--- config.mk ---
export PLATFORM = sky130hd
export DESIGN_NAME = ram_port_arbiter_2x_flat
export DESIGN_NICKNAME = d
export VERILOG_FILES = /design/src/rtl/ram_arb_pkg.sv /design/src/rtl/ram_port_arbiter_2x_if.sv /design/src/rtl/ram_port_arbiter_2x_rr_pick2.sv /design/src/rtl/ram_port_arbiter_2x.sv /design/src/flat_wrapper.sv
export SDC_FILE = /design/constraint.sdc
export NUM_CORES = 1
export LEC_CHECK = 0
export ABC_AREA = 1
export CORE_UTILIZATION = 30
export DETAILED_ROUTE_END_ITERATION = 10
export MAX_ROUTING_LAYER = met4
export PLACE_DENSITY = 0.86
export SLEW_MARGIN = 10
export SYNTH_ARGS = -nofsm -noshare
export SYNTH_HDL_FRONTEND = slang
export SYNTH_SLANG_ARGS = --single-unit
export TNS_END_PERCENT = 1
--- constraint.sdc ---
create_clock -name clk -period 2.8 [get_ports clk]
set_input_delay 0.28 -clock clk [delete_from_list [all_inputs] [get_ports clk]]
set_output_delay 0.28 -clock clk [all_outputs]
set_load 0.02 [all_outputs]
--- src/rtl/ram_arb_pkg.sv ---
// ---------------------------------------------------------------------------
// ram_arb_pkg
// Shared definitions for the two-requester RAM port arbiter:
//   - default RAM geometry (ADDR_W_DEF / DATA_W_DEF)
//   - requester id encoding used for last_grant, owner and read tag
//   - default and maximum burst lock length, and the burst counter width
// ---------------------------------------------------------------------------
package ram_arb_pkg;

  localparam int ADDR_W_DEF    = 10;
  localparam int DATA_W_DEF    = 8;
  localparam int BURST_MAX_DEF = 4;

  // Burst counter wide enough for the largest legal BURST_MAX (15).
  localparam int CNT_W = 4;

  // REQ_NONE is only meaningful for the lock owner; last_grant and the
  // read tag always hold REQ_A or REQ_B.
  typedef enum logic [1:0] {
    REQ_A    = 2'd0,
    REQ_B    = 2'd1,
    REQ_NONE = 2'd2
  } req_id_e;

endpackage

--- src/rtl/ram_port_arbiter_2x_if.sv ---
// ---------------------------------------------------------------------------
// ram_port_arbiter_2x_if
// Bundles both requester channels and the RAM-facing bus of the arbiter.
//   Requester X (X = a, b):
//     x_valid/x_we/x_lock/x_addr/x_wdata : request, driven by the requester
//     x_ready                             : request accepted this cycle
//     x_rvalid/x_rdata                    : read response, one cycle later
//   RAM side:
//     ram_we/ram_addr/ram_din             : driven by the arbiter
//     ram_dout                            : registered RAM read data
// Modports:
//   slave  - the arbiter's view
//   master - the requesters' / RAM model's view
// ---------------------------------------------------------------------------
interface ram_port_arbiter_2x_if #(
  parameter int ADDR_W = 10,
  parameter int DATA_W = 8
);

  logic              a_valid;
  logic              a_we;
  logic              a_lock;
  logic [ADDR_W-1:0] a_addr;
  logic [DATA_W-1:0] a_wdata;
  logic              a_ready;
  logic              a_rvalid;
  logic [DATA_W-1:0] a_rdata;

  logic              b_valid;
  logic              b_we;
  logic              b_lock;
  logic [ADDR_W-1:0] b_addr;
  logic [DATA_W-1:0] b_wdata;
  logic              b_ready;
  logic              b_rvalid;
  logic [DATA_W-1:0] b_rdata;

  logic              ram_we;
  logic [ADDR_W-1:0] ram_addr;
  logic [DATA_W-1:0] ram_din;
  logic [DATA_W-1:0] ram_dout;

  modport slave (
    input  a_valid, a_we, a_lock, a_addr, a_wdata,
    output a_ready, a_rvalid, a_rdata,
    input  b_valid, b_we, b_lock, b_addr, b_wdata,
    output b_ready, b_rvalid, b_rdata,
    output ram_we, ram_addr, ram_din,
    input  ram_dout
  );

  modport master (
    output a_valid, a_we, a_lock, a_addr, a_wdata,
    input  a_ready, a_rvalid, a_rdata,
    output b_valid, b_we, b_lock, b_addr, b_wdata,
    input  b_ready, b_rvalid, b_rdata,
    input  ram_we, ram_addr, ram_din,
    output ram_dout
  );

endinterface

--- src/rtl/ram_port_arbiter_2x_rr_pick2.sv ---
// ---------------------------------------------------------------------------
// rr_pick2
// Combinational two-way round-robin picker with bounded lock.
// Ports:
//   valid_i      [1:0]  request valids, bit0 = A, bit1 = B
//   last_grant_i        requester granted most recently (REQ_A/REQ_B)
//   owner_i             current lock owner, REQ_NONE when unlocked
//   burst_cnt_i         consecutive locked grants given to owner_i
//   gnt_o        [1:0]  one-hot grant (or zero), bit0 = A, bit1 = B
// A grant bit is only ever set for a requester whose valid is high.
// ---------------------------------------------------------------------------
module rr_pick2
  import ram_arb_pkg::*;
#(
  parameter int BURST_MAX = BURST_MAX_DEF
) (
  input  logic [1:0]       valid_i,
  input  req_id_e          last_grant_i,
  input  req_id_e          owner_i,
  input  logic [CNT_W-1:0] burst_cnt_i,
  output logic [1:0]       gnt_o
);

  localparam logic [CNT_W-1:0] BURST_LIM = CNT_W'(BURST_MAX);

  always_comb begin
    gnt_o = 2'b00;
    unique case (valid_i)
      2'b01: gnt_o = 2'b01;
      2'b10: gnt_o = 2'b10;
      2'b11: begin
        if (owner_i == REQ_NONE) begin
          // Plain round-robin: favour whoever was not served last.
          gnt_o = (last_grant_i == REQ_A) ? 2'b10 : 2'b01;
        end else if (burst_cnt_i < BURST_LIM) begin
          gnt_o = (owner_i == REQ_A) ? 2'b01 : 2'b10;
        end else begin
          // Burst budget spent while the other side waits: hand over.
          gnt_o = (owner_i == REQ_A) ? 2'b10 : 2'b01;
        end
      end
      default: gnt_o = 2'b00;
    endcase
  end

endmodule

--- src/rtl/ram_port_arbiter_2x.sv ---
// ---------------------------------------------------------------------------
// ram_port_arbiter_2x
// Shares one single-port synchronous RAM between requesters A and B.
// Grants are round-robin with an optional bounded lock; the granted request
// drives the RAM in the same cycle, and read data returns on the requester's
// rvalid/rdata exactly one cycle after the grant.
// Ports:
//   clk  - rising-edge clock
//   rst  - asynchronous, active-high reset
//   bus  - requester channels and RAM bus (ram_port_arbiter_2x_if.slave)
// Parameters:
//   ADDR_W, DATA_W - RAM geometry
//   BURST_MAX      - max consecutive locked grants while the other waits
// ---------------------------------------------------------------------------
module ram_port_arbiter_2x
  import ram_arb_pkg::*;
#(
  parameter int ADDR_W    = ADDR_W_DEF,
  parameter int DATA_W    = DATA_W_DEF,
  parameter int BURST_MAX = BURST_MAX_DEF
) (
  input  logic                  clk,
  input  logic                  rst,
  ram_port_arbiter_2x_if.slave  bus
);

  localparam logic [CNT_W-1:0] BURST_LIM = CNT_W'(BURST_MAX);

  // Burst count increment that sticks at the lock limit.
  function automatic logic [CNT_W-1:0] sat_inc(input logic [CNT_W-1:0] v);
    if (v >= BURST_LIM) return BURST_LIM;
    return v + CNT_W'(1);
  endfunction

  req_id_e          last_grant_q, last_grant_d;
  req_id_e          owner_q,      owner_d;
  req_id_e          rd_tag_q,     rd_tag_d;
  logic [CNT_W-1:0] burst_cnt_q,  burst_cnt_d;
  logic             rd_pend_q,    rd_pend_d;

  logic [1:0]        valid_v;
  logic [1:0]        gnt;
  logic              any_gnt;
  req_id_e           g_id;
  logic              g_we;
  logic              g_lock;
  logic [ADDR_W-1:0] g_addr;
  logic [DATA_W-1:0] g_wdata;
  logic              owner_keep;

  assign valid_v = {bus.b_valid, bus.a_valid};

  rr_pick2 #(
    .BURST_MAX (BURST_MAX)
  ) u_pick (
    .valid_i      (valid_v),
    .last_grant_i (last_grant_q),
    .owner_i      (owner_q),
    .burst_cnt_i  (burst_cnt_q),
    .gnt_o        (gnt)
  );

  assign any_gnt = |gnt;

  // Mux the granted request; everything is zero when nobody is granted,
  // which gives the idle RAM bus values directly.
  always_comb begin
    g_id    = REQ_A;
    g_we    = 1'b0;
    g_lock  = 1'b0;
    g_addr  = '0;
    g_wdata = '0;
    if (gnt[1]) begin
      g_id    = REQ_B;
      g_we    = bus.b_we;
      g_lock  = bus.b_lock;
      g_addr  = bus.b_addr;
      g_wdata = bus.b_wdata;
    end else if (gnt[0]) begin
      g_id    = REQ_A;
      g_we    = bus.a_we;
      g_lock  = bus.a_lock;
      g_addr  = bus.a_addr;
      g_wdata = bus.a_wdata;
    end
  end

  assign bus.a_ready  = gnt[0];
  assign bus.b_ready  = gnt[1];
  assign bus.ram_we   = g_we;
  assign bus.ram_addr = g_addr;
  assign bus.ram_din  = g_wdata;

  // Owner still holding its lock request (used only when it got no grant).
  always_comb begin
    owner_keep = 1'b0;
    unique case (owner_q)
      REQ_A:   owner_keep = bus.a_valid & bus.a_lock;
      REQ_B:   owner_keep = bus.b_valid & bus.b_lock;
      default: owner_keep = 1'b0;
    endcase
  end

  always_comb begin
    last_grant_d = last_grant_q;
    owner_d      = owner_q;
    burst_cnt_d  = burst_cnt_q;
    rd_pend_d    = 1'b0;
    rd_tag_d     = rd_tag_q;

    if (any_gnt) begin
      last_grant_d = g_id;
      if (g_lock) begin
        owner_d     = g_id;
        burst_cnt_d = (owner_q == g_id) ? sat_inc(burst_cnt_q) : CNT_W'(1);
      end else begin
        owner_d     = REQ_NONE;
        burst_cnt_d = '0;
      end
      if (!g_we) begin
        rd_pend_d = 1'b1;
        rd_tag_d  = g_id;
      end
    end else if (owner_q != REQ_NONE && !owner_keep) begin
      owner_d     = REQ_NONE;
      burst_cnt_d = '0;
    end
  end

  always_ff @(posedge clk or posedge rst) begin
    if (rst) begin
      last_grant_q <= REQ_B;
      owner_q      <= REQ_NONE;
      burst_cnt_q  <= '0;
      rd_pend_q    <= 1'b0;
      rd_tag_q     <= REQ_A;
    end else begin
      last_grant_q <= last_grant_d;
      owner_q      <= owner_d;
      burst_cnt_q  <= burst_cnt_d;
      rd_pend_q    <= rd_pend_d;
      rd_tag_q     <= rd_tag_d;
    end
  end

  // RAM output is already registered, so the response is steered, not stored.
  assign bus.a_rvalid = rd_pend_q && (rd_tag_q == REQ_A);
  assign bus.b_rvalid = rd_pend_q && (rd_tag_q == REQ_B);
  assign bus.a_rdata  = bus.ram_dout;
  assign bus.b_rdata  = bus.ram_dout;

endmodule
--- src/flat_wrapper.sv ---
// flat-port wrapper written by rule: the top's interface ports become plain ports
module ram_port_arbiter_2x_flat import ram_arb_pkg::*;
#(
  parameter int ADDR_W    = ADDR_W_DEF,
  parameter int DATA_W    = DATA_W_DEF,
  parameter int BURST_MAX = BURST_MAX_DEF
)
  (clk, rst, bus_a_valid, bus_a_we, bus_a_lock, bus_a_addr, bus_a_wdata, bus_a_ready, bus_a_rvalid, bus_a_rdata, bus_b_valid, bus_b_we, bus_b_lock, bus_b_addr, bus_b_wdata, bus_b_ready, bus_b_rvalid, bus_b_rdata, bus_ram_we, bus_ram_addr, bus_ram_din, bus_ram_dout);
  ram_port_arbiter_2x_if #(.ADDR_W(ADDR_W), .DATA_W(DATA_W)) bus_i ();
  input  logic clk;
  input  logic rst;
  input wire logic [$bits(bus_i.a_valid)-1:0] bus_a_valid;
  input wire logic [$bits(bus_i.a_we)-1:0] bus_a_we;
  input wire logic [$bits(bus_i.a_lock)-1:0] bus_a_lock;
  input wire logic [$bits(bus_i.a_addr)-1:0] bus_a_addr;
  input wire logic [$bits(bus_i.a_wdata)-1:0] bus_a_wdata;
  output wire logic [$bits(bus_i.a_ready)-1:0] bus_a_ready;
  output wire logic [$bits(bus_i.a_rvalid)-1:0] bus_a_rvalid;
  output wire logic [$bits(bus_i.a_rdata)-1:0] bus_a_rdata;
  input wire logic [$bits(bus_i.b_valid)-1:0] bus_b_valid;
  input wire logic [$bits(bus_i.b_we)-1:0] bus_b_we;
  input wire logic [$bits(bus_i.b_lock)-1:0] bus_b_lock;
  input wire logic [$bits(bus_i.b_addr)-1:0] bus_b_addr;
  input wire logic [$bits(bus_i.b_wdata)-1:0] bus_b_wdata;
  output wire logic [$bits(bus_i.b_ready)-1:0] bus_b_ready;
  output wire logic [$bits(bus_i.b_rvalid)-1:0] bus_b_rvalid;
  output wire logic [$bits(bus_i.b_rdata)-1:0] bus_b_rdata;
  output wire logic [$bits(bus_i.ram_we)-1:0] bus_ram_we;
  output wire logic [$bits(bus_i.ram_addr)-1:0] bus_ram_addr;
  output wire logic [$bits(bus_i.ram_din)-1:0] bus_ram_din;
  input wire logic [$bits(bus_i.ram_dout)-1:0] bus_ram_dout;
  assign bus_i.a_valid = bus_a_valid;
  assign bus_i.a_we = bus_a_we;
  assign bus_i.a_lock = bus_a_lock;
  assign bus_i.a_addr = bus_a_addr;
  assign bus_i.a_wdata = bus_a_wdata;
  assign bus_a_ready = bus_i.a_ready;
  assign bus_a_rvalid = bus_i.a_rvalid;
  assign bus_a_rdata = bus_i.a_rdata;
  assign bus_i.b_valid = bus_b_valid;
  assign bus_i.b_we = bus_b_we;
  assign bus_i.b_lock = bus_b_lock;
  assign bus_i.b_addr = bus_b_addr;
  assign bus_i.b_wdata = bus_b_wdata;
  assign bus_b_ready = bus_i.b_ready;
  assign bus_b_rvalid = bus_i.b_rvalid;
  assign bus_b_rdata = bus_i.b_rdata;
  assign bus_ram_we = bus_i.ram_we;
  assign bus_ram_addr = bus_i.ram_addr;
  assign bus_ram_din = bus_i.ram_din;
  assign bus_i.ram_dout = bus_ram_dout;
  ram_port_arbiter_2x #(.ADDR_W(ADDR_W), .DATA_W(DATA_W), .BURST_MAX(BURST_MAX)) u_core (.clk(clk), .rst(rst), .bus(bus_i));
endmodule
# Yosys cells after proc, flatten, opt, wreduce, memory -nomap -nowiden
# Cells that the tools add are included.
[totals]
reg_bits = 11
latch_bits = 0
ram_bits = 0
romBits = 0
word_cells = 59
mem_count = 0
[classes]
add_sub_neg = 1
n_mul = 0
div = 0
magnitude_cmp = 2
eq_ne = 8
shift = 0
n_mux = 30
n_bitwise = 3
reduce_logical = 10
[ops]
columns = ["operator", "count"]
rows = [
  ["4-bit two-way mux", 6],
  ["10-bit two-way mux", 2],
  ["2-bit two-way mux", 8],
  ["8-bit two-way mux", 2],
  ["1-bit two-way mux", 10],
  ["2-bit by 1-bit equality test with 1-bit output (second input constant)", 3],
  ["2-bit equality test (second input constant)", 3],
  ["2-bit logical NOT", 3],
  ["2-bit case mux with 3 select lines", 1],
  ["4-bit by 1-bit adder with 4-bit output (second input constant)", 1],
  ["4-bit by 3-bit >= comparator with 1-bit output (second input constant)", 1],
  ["4-bit by 3-bit less-than comparator with 1-bit output (second input constant)", 1],
  ["1-bit logical AND", 3],
  ["1-bit AND", 2],
  ["2-bit by 1-bit equality test with 1-bit output", 1],
  ["2-bit != test (second input constant)", 1],
  ["1-bit case mux with 2 select lines", 1],
  ["2-bit AND reduction", 1],
  ["2-bit nonzero test", 1],
  ["2-bit OR reduction", 1],
  ["1-bit logical NOT", 1],
  ["1-bit inverter", 1],
]

# Depth between registers and ports, before layout
[logic_depth]
word_depth = 13
ltp_mapped = 10
ltp_nobuf = 10

# By module
# Synthesis repeated with hierarchy kept, for this count alone.
[hier_totals]
cells_unflattened = 124
hier_area_um2 = 927.1
[modules_own_cells]
columns = ["mod", "instances", "cells_per_inst", "area_each_um2"]
rows = [
  ["ram_port_arbiter_2x", 1, 107, 844.6],
  ["rr_pick2", 1, 17, 82.6],
]

# Worst setup path before layout
# Ideal clock, no wire load.
[synth_timing]
kind = "reg-to-output"
from = "register u_core.owner_q[1]"
to = "output port bus_ram_we"
arrival_time_ns = 1.429
required_ns = 2.520
slack_ns = 1.091
path_stages_with_launch = 10
path_buffers = 1
cell_sequence = "dfstp_2 inv_1 nand2_1 nand2_1 nand2_1 nand2_2 nand2_2 buf_4 inv_1 o21ai_1"
[synth_between]
elab_chain_cells = 7
elab_cells_between_ends = 9
[synth_rtl]
columns = ["element", "line", "text"]
rows = [
  ["start: declaration", "ram_port_arbiter_2x.sv:36", "req_id_e owner_q, owner_d;"],
  ["start signal: assignment", "ram_port_arbiter_2x.sv:139", "owner_q <= owner_d;"],
  ["2-bit logical NOT", "ram_port_arbiter_2x_rr_pick2.sv:36, ram_port_arbiter_2x_rr_pick2.sv:39", ""],
  ["2-bit two-way mux (on tied branches)", "ram_port_arbiter_2x_rr_pick2.sv:39, ram_port_arbiter_2x_rr_pick2.sv:36", ""],
  ["2-bit two-way mux", "ram_port_arbiter_2x_rr_pick2.sv:35", "end else if (burst_cnt_i < BURST_LIM) begin"],
  ["2-bit two-way mux *", "ram_port_arbiter_2x_rr_pick2.sv:32", "if (owner_i == REQ_NONE) begin"],
  ["2-bit case mux with 3 select lines *", "ram_port_arbiter_2x_rr_pick2.sv:28", "unique case (valid_i)"],
  ["1-bit two-way mux", "ram_port_arbiter_2x.sv:79", "end else if (gnt[0]) begin"],
  ["1-bit two-way mux *", "ram_port_arbiter_2x.sv:73", "if (gnt[1]) begin"],
  ["end: declaration", "flat_wrapper.sv:28", "output wire logic [$bits(bus_i.ram_we)-1:0] bus_ram_we;"],
]
# Every way passes the cells marked *; elsewhere a longest branch is shown, timed or not.

# Final worst setup path
# Ends and elaborated chain as after synthesis.

==> results by group <==
Outcome
  – Status: finished clean

CTS
  – Clock sink total: 9
  – Clk buf depth: 2
  – CTS H-tree depth: 1
  – CTS tree: yes
  – CTS clock-pin slew for the worst setup and hold paths: about 0.06 ns
  – CTS Hold Bufs: 0
  – Setup Fix Bufs, Post-CTS: 0
  – CTS root buf: clkbuf_4
  – Number of CTS-inserted buffers: 3
  – Worst-Skew Late Latency: approximately 0.26 ns
  – Resized Gates After CTS: 0

Global route
  – First-pass GRT wire length: 3560 µm
  – Initial antenna violation count: 0
  – Vias in the first global route: between 800 and 900
  – Largest net degree at the start of global routing: 22
  – GRT overflow: 0
  – Total GRT Usage: 17.0%

Timing
  – Fmax: ~380 MHz
  – Final Hold Vio Count: 0
  – Worst slew pin tran: ~0.52 ns
  – Slew margin rel.: approximately 65%
  – Worst hold slack: 0.280 ns
  – Period utilization: 92.9%
  – Slew Viols, Final: 0
  – Fin Setup TNS: 0 ns
  – Final Setup Violations: 0
  – RSZ-0062 raised after global routing: false
  – Worst Skew: approximately 0.00071 ns
  – Final min period: roughly 2.6 ns

Logic synthesis
  – Synth Area in XOR/XNOR: 0%
  – Netlist cell types: 22
  – Top cell type's share of synthesized area: 21.0%
  – Synth Area in Simple Gates: between 20% and 30%
  – Compound-Gate Fraction of Synth Area: around a quarter
  – EDFF count, synth: 0
  – Multiplexer share of the synthesized area: 0%
  – Sequential-to-total area share from yosys stat: about 27%
  – Main combinational cell family by area after synthesis: buffers and inverters
  – Syn nets: roughly 160
  – Leading post-synthesis cells by cell area: dfrtp_1 21%, a22o_1 19%, buf_4 16%
  – Synthesized area per cell: ~7.7 µm²
  – #FFs+latches synth: 9
  – Leading area contributor after synthesis: dfrtp_1
  – Synth Area in Adders: about 1.5%
  – Synth Flop Type: dfrtp_1
  – Netlist area before placement: 836 µm²
  – Post-synth ARST share: 100%
  – Syn Inst Count: ~110
  – Synth warn: 0

Power and ir drop
  – Max VDD drop: 304 µV
  – Leak Pwr: between 0.6 and 0.7 nW
  – PD cells: 397 nW/µm²

Critical path
  – CP Max Fanout: 21
  – Origin of the critical flop-to-flop path: u_core.owner_q[1]
  – Flop-to-flop setup slack: 1.10 ns
  – Worst stage delay on the critical path: ~0.61 ns
  – Most used cell, CP: nand2_1
  – Critical path class: flop to primary output
  – Worst EP required: 2.52 ns
  – Crit-path cells: inv_1, nand2_1, nand2_1, nand2_1, nand2_2, nand2_2, inv_1, o21ai_1, clkdlybuf4s50_1
  – WP data arrival: ~2.3 ns
  – CP Launch Type: flop
  – Worst R2R Path Depth: 10
  – Critical Path Sink Type: primary output
  – Crit-path slowest cell: clkdlybuf4s50_1
  – R2r endpoint: u_core.burst_cnt_q[2]

Floorplanning
  – Core area: 2540 µm²
  – Die Wd: between 50 and 60 µm
  – Die area: 3000 µm²
  – I/O Pins: 91
  – Starting Density: 32.8%
  – Rows: 18
  – Die Height: about 55 µm

Placement
  – Post-Place Cell Area: 1380 µm²
  – Gp weighted congestion: around 0.8
  – Port Buf Inserts: 66
  – DP Wirelength: 2120 µm

Flow run
  – Max cap viols: 0

Final layout
  – Commonest cells after routing, fill and taps aside: 66 x clkdlybuf4s50_1, 18 x nand2_1, 18 x a22o_1
  – Share of layout cells above drive strength 1: approximately 8.2%
  – Fin nets: about 210
  – Commonest non-fill, non-tap cell in the layout: clkdlybuf4s50_1
  – Diodes inserted: 0
  – Area Growth Syn to Fin: 67.8%
  – Final instance area: approximately 1400 µm²

Detailed routing
  – Met2 wire len: 1350 µm
  – Vias post-DR: slightly above 900
  – Top sig layer: met4
  – Antenna-violating nets left: 0
  – Met3 Routed Length: roughly 280 µm
  – Wl on met1: about 920 µm
  – Routed wire length: 2570 µm
  – DRT iter0 DRCs: 5
  – Number of vias per cell: a little under 5
  – Wire length per cell: between 10 and 15 µm
  – DRC: 0
  – DR pass1 iterations: 4

Hold path
  – Hold Path Class: input port to async pin
[layer usage]
layer	GRT usage, %	vias to the layer above
li1	-	453
met1	17.3	426
met2	31.7	48
met3	1.67	5
met4	8.12	0
met5	-	-
[critical path, delay by kind of cell, from the launching register on]
kind / cells / cell delay (ns)
flops: 1 / 0.54
simple gates: 5 / 0.61
compound gates: 1 / 0.12
buf+inv: 3 / 0.79
[cells by family (layout without fill, tap and decap cells)]
group	after synthesis	count (layout)
and+or+nand+nor	38	38
DFF	9	9
AOI/OAI and AO/OA	26	26
adders and majority gates	1	1
buffers and inverters	35	85
[how the worst max path moves through the flow]
stage / slack, ns / to / cells past startpoint / startpoint
5_1_grt: 0.02 / bus_ram_we / 9 / u_core.owner_q[1]
4_1_cts: 0.18 / bus_ram_we / 9 / u_core.owner_q[1]
3_3_place_gp: 0.28 / bus_ram_we / 8 / bus_a_valid
6_report: 0.20 / bus_ram_we / 9 / u_core.owner_q[1]
3_5_place_dp: 0.23 / bus_ram_we / 8 / bus_a_valid
2_1_floorplan: 1.09 / bus_ram_we / 9 / u_core.owner_q[1]
[registers in the layout, indices dropped and copies added, names as in the netlist]
name and count:
u_core.rd_pend_q 1, u_core.rd_tag_q 1, u_core.burst_cnt_q 4, u_core.last_grant_q 1
u_core.owner_q 2
[cells in the mapped netlist, types with 2 or more instances]
master and instances:
o21ai_0 2, buf_4 18, dfrtp_1 7, inv_1 13, nand2_2 2, nand3_1 8, dfstp_2 2, nand2_1 18
buf_6 2, a21oi_1 2, or2_2 2, nor2_1 6, a22o_1 18
[power breakdown]
part / switching (mW) / internal, mW
logic: 0.141 / 0.162
registers: 0.00965 / 0.146
clock network: 0.0426 / 0.0547
[stage by stage]
stage | setup slack (ns) | power [mW] | cells | util [%]
after global placement | 0.279 | 0.458 | 185 | 54.1
after CTS | 0.181 | 0.561 | 189 | 55.1
final | 0.199 | 0.557 | 189 | 55.1
after floorplan | 1.09 | 0.348 | 109 | -
after global routing | 0.0211 | 0.593 | 189 | 55.1
after detailed placement | 0.228 | 0.462 | 185 | 54.1
[layout make-up]
cell class	count	area [µm²]
multi-input cells	65	392
well taps	30	37.5
inverters	15	58.8
repair buffers	66	661
fillers	258	1140
flip-flops and latches	9	228
clock buffers	4	26.3
No activity file was read; power rests on OpenSTA's default activity.
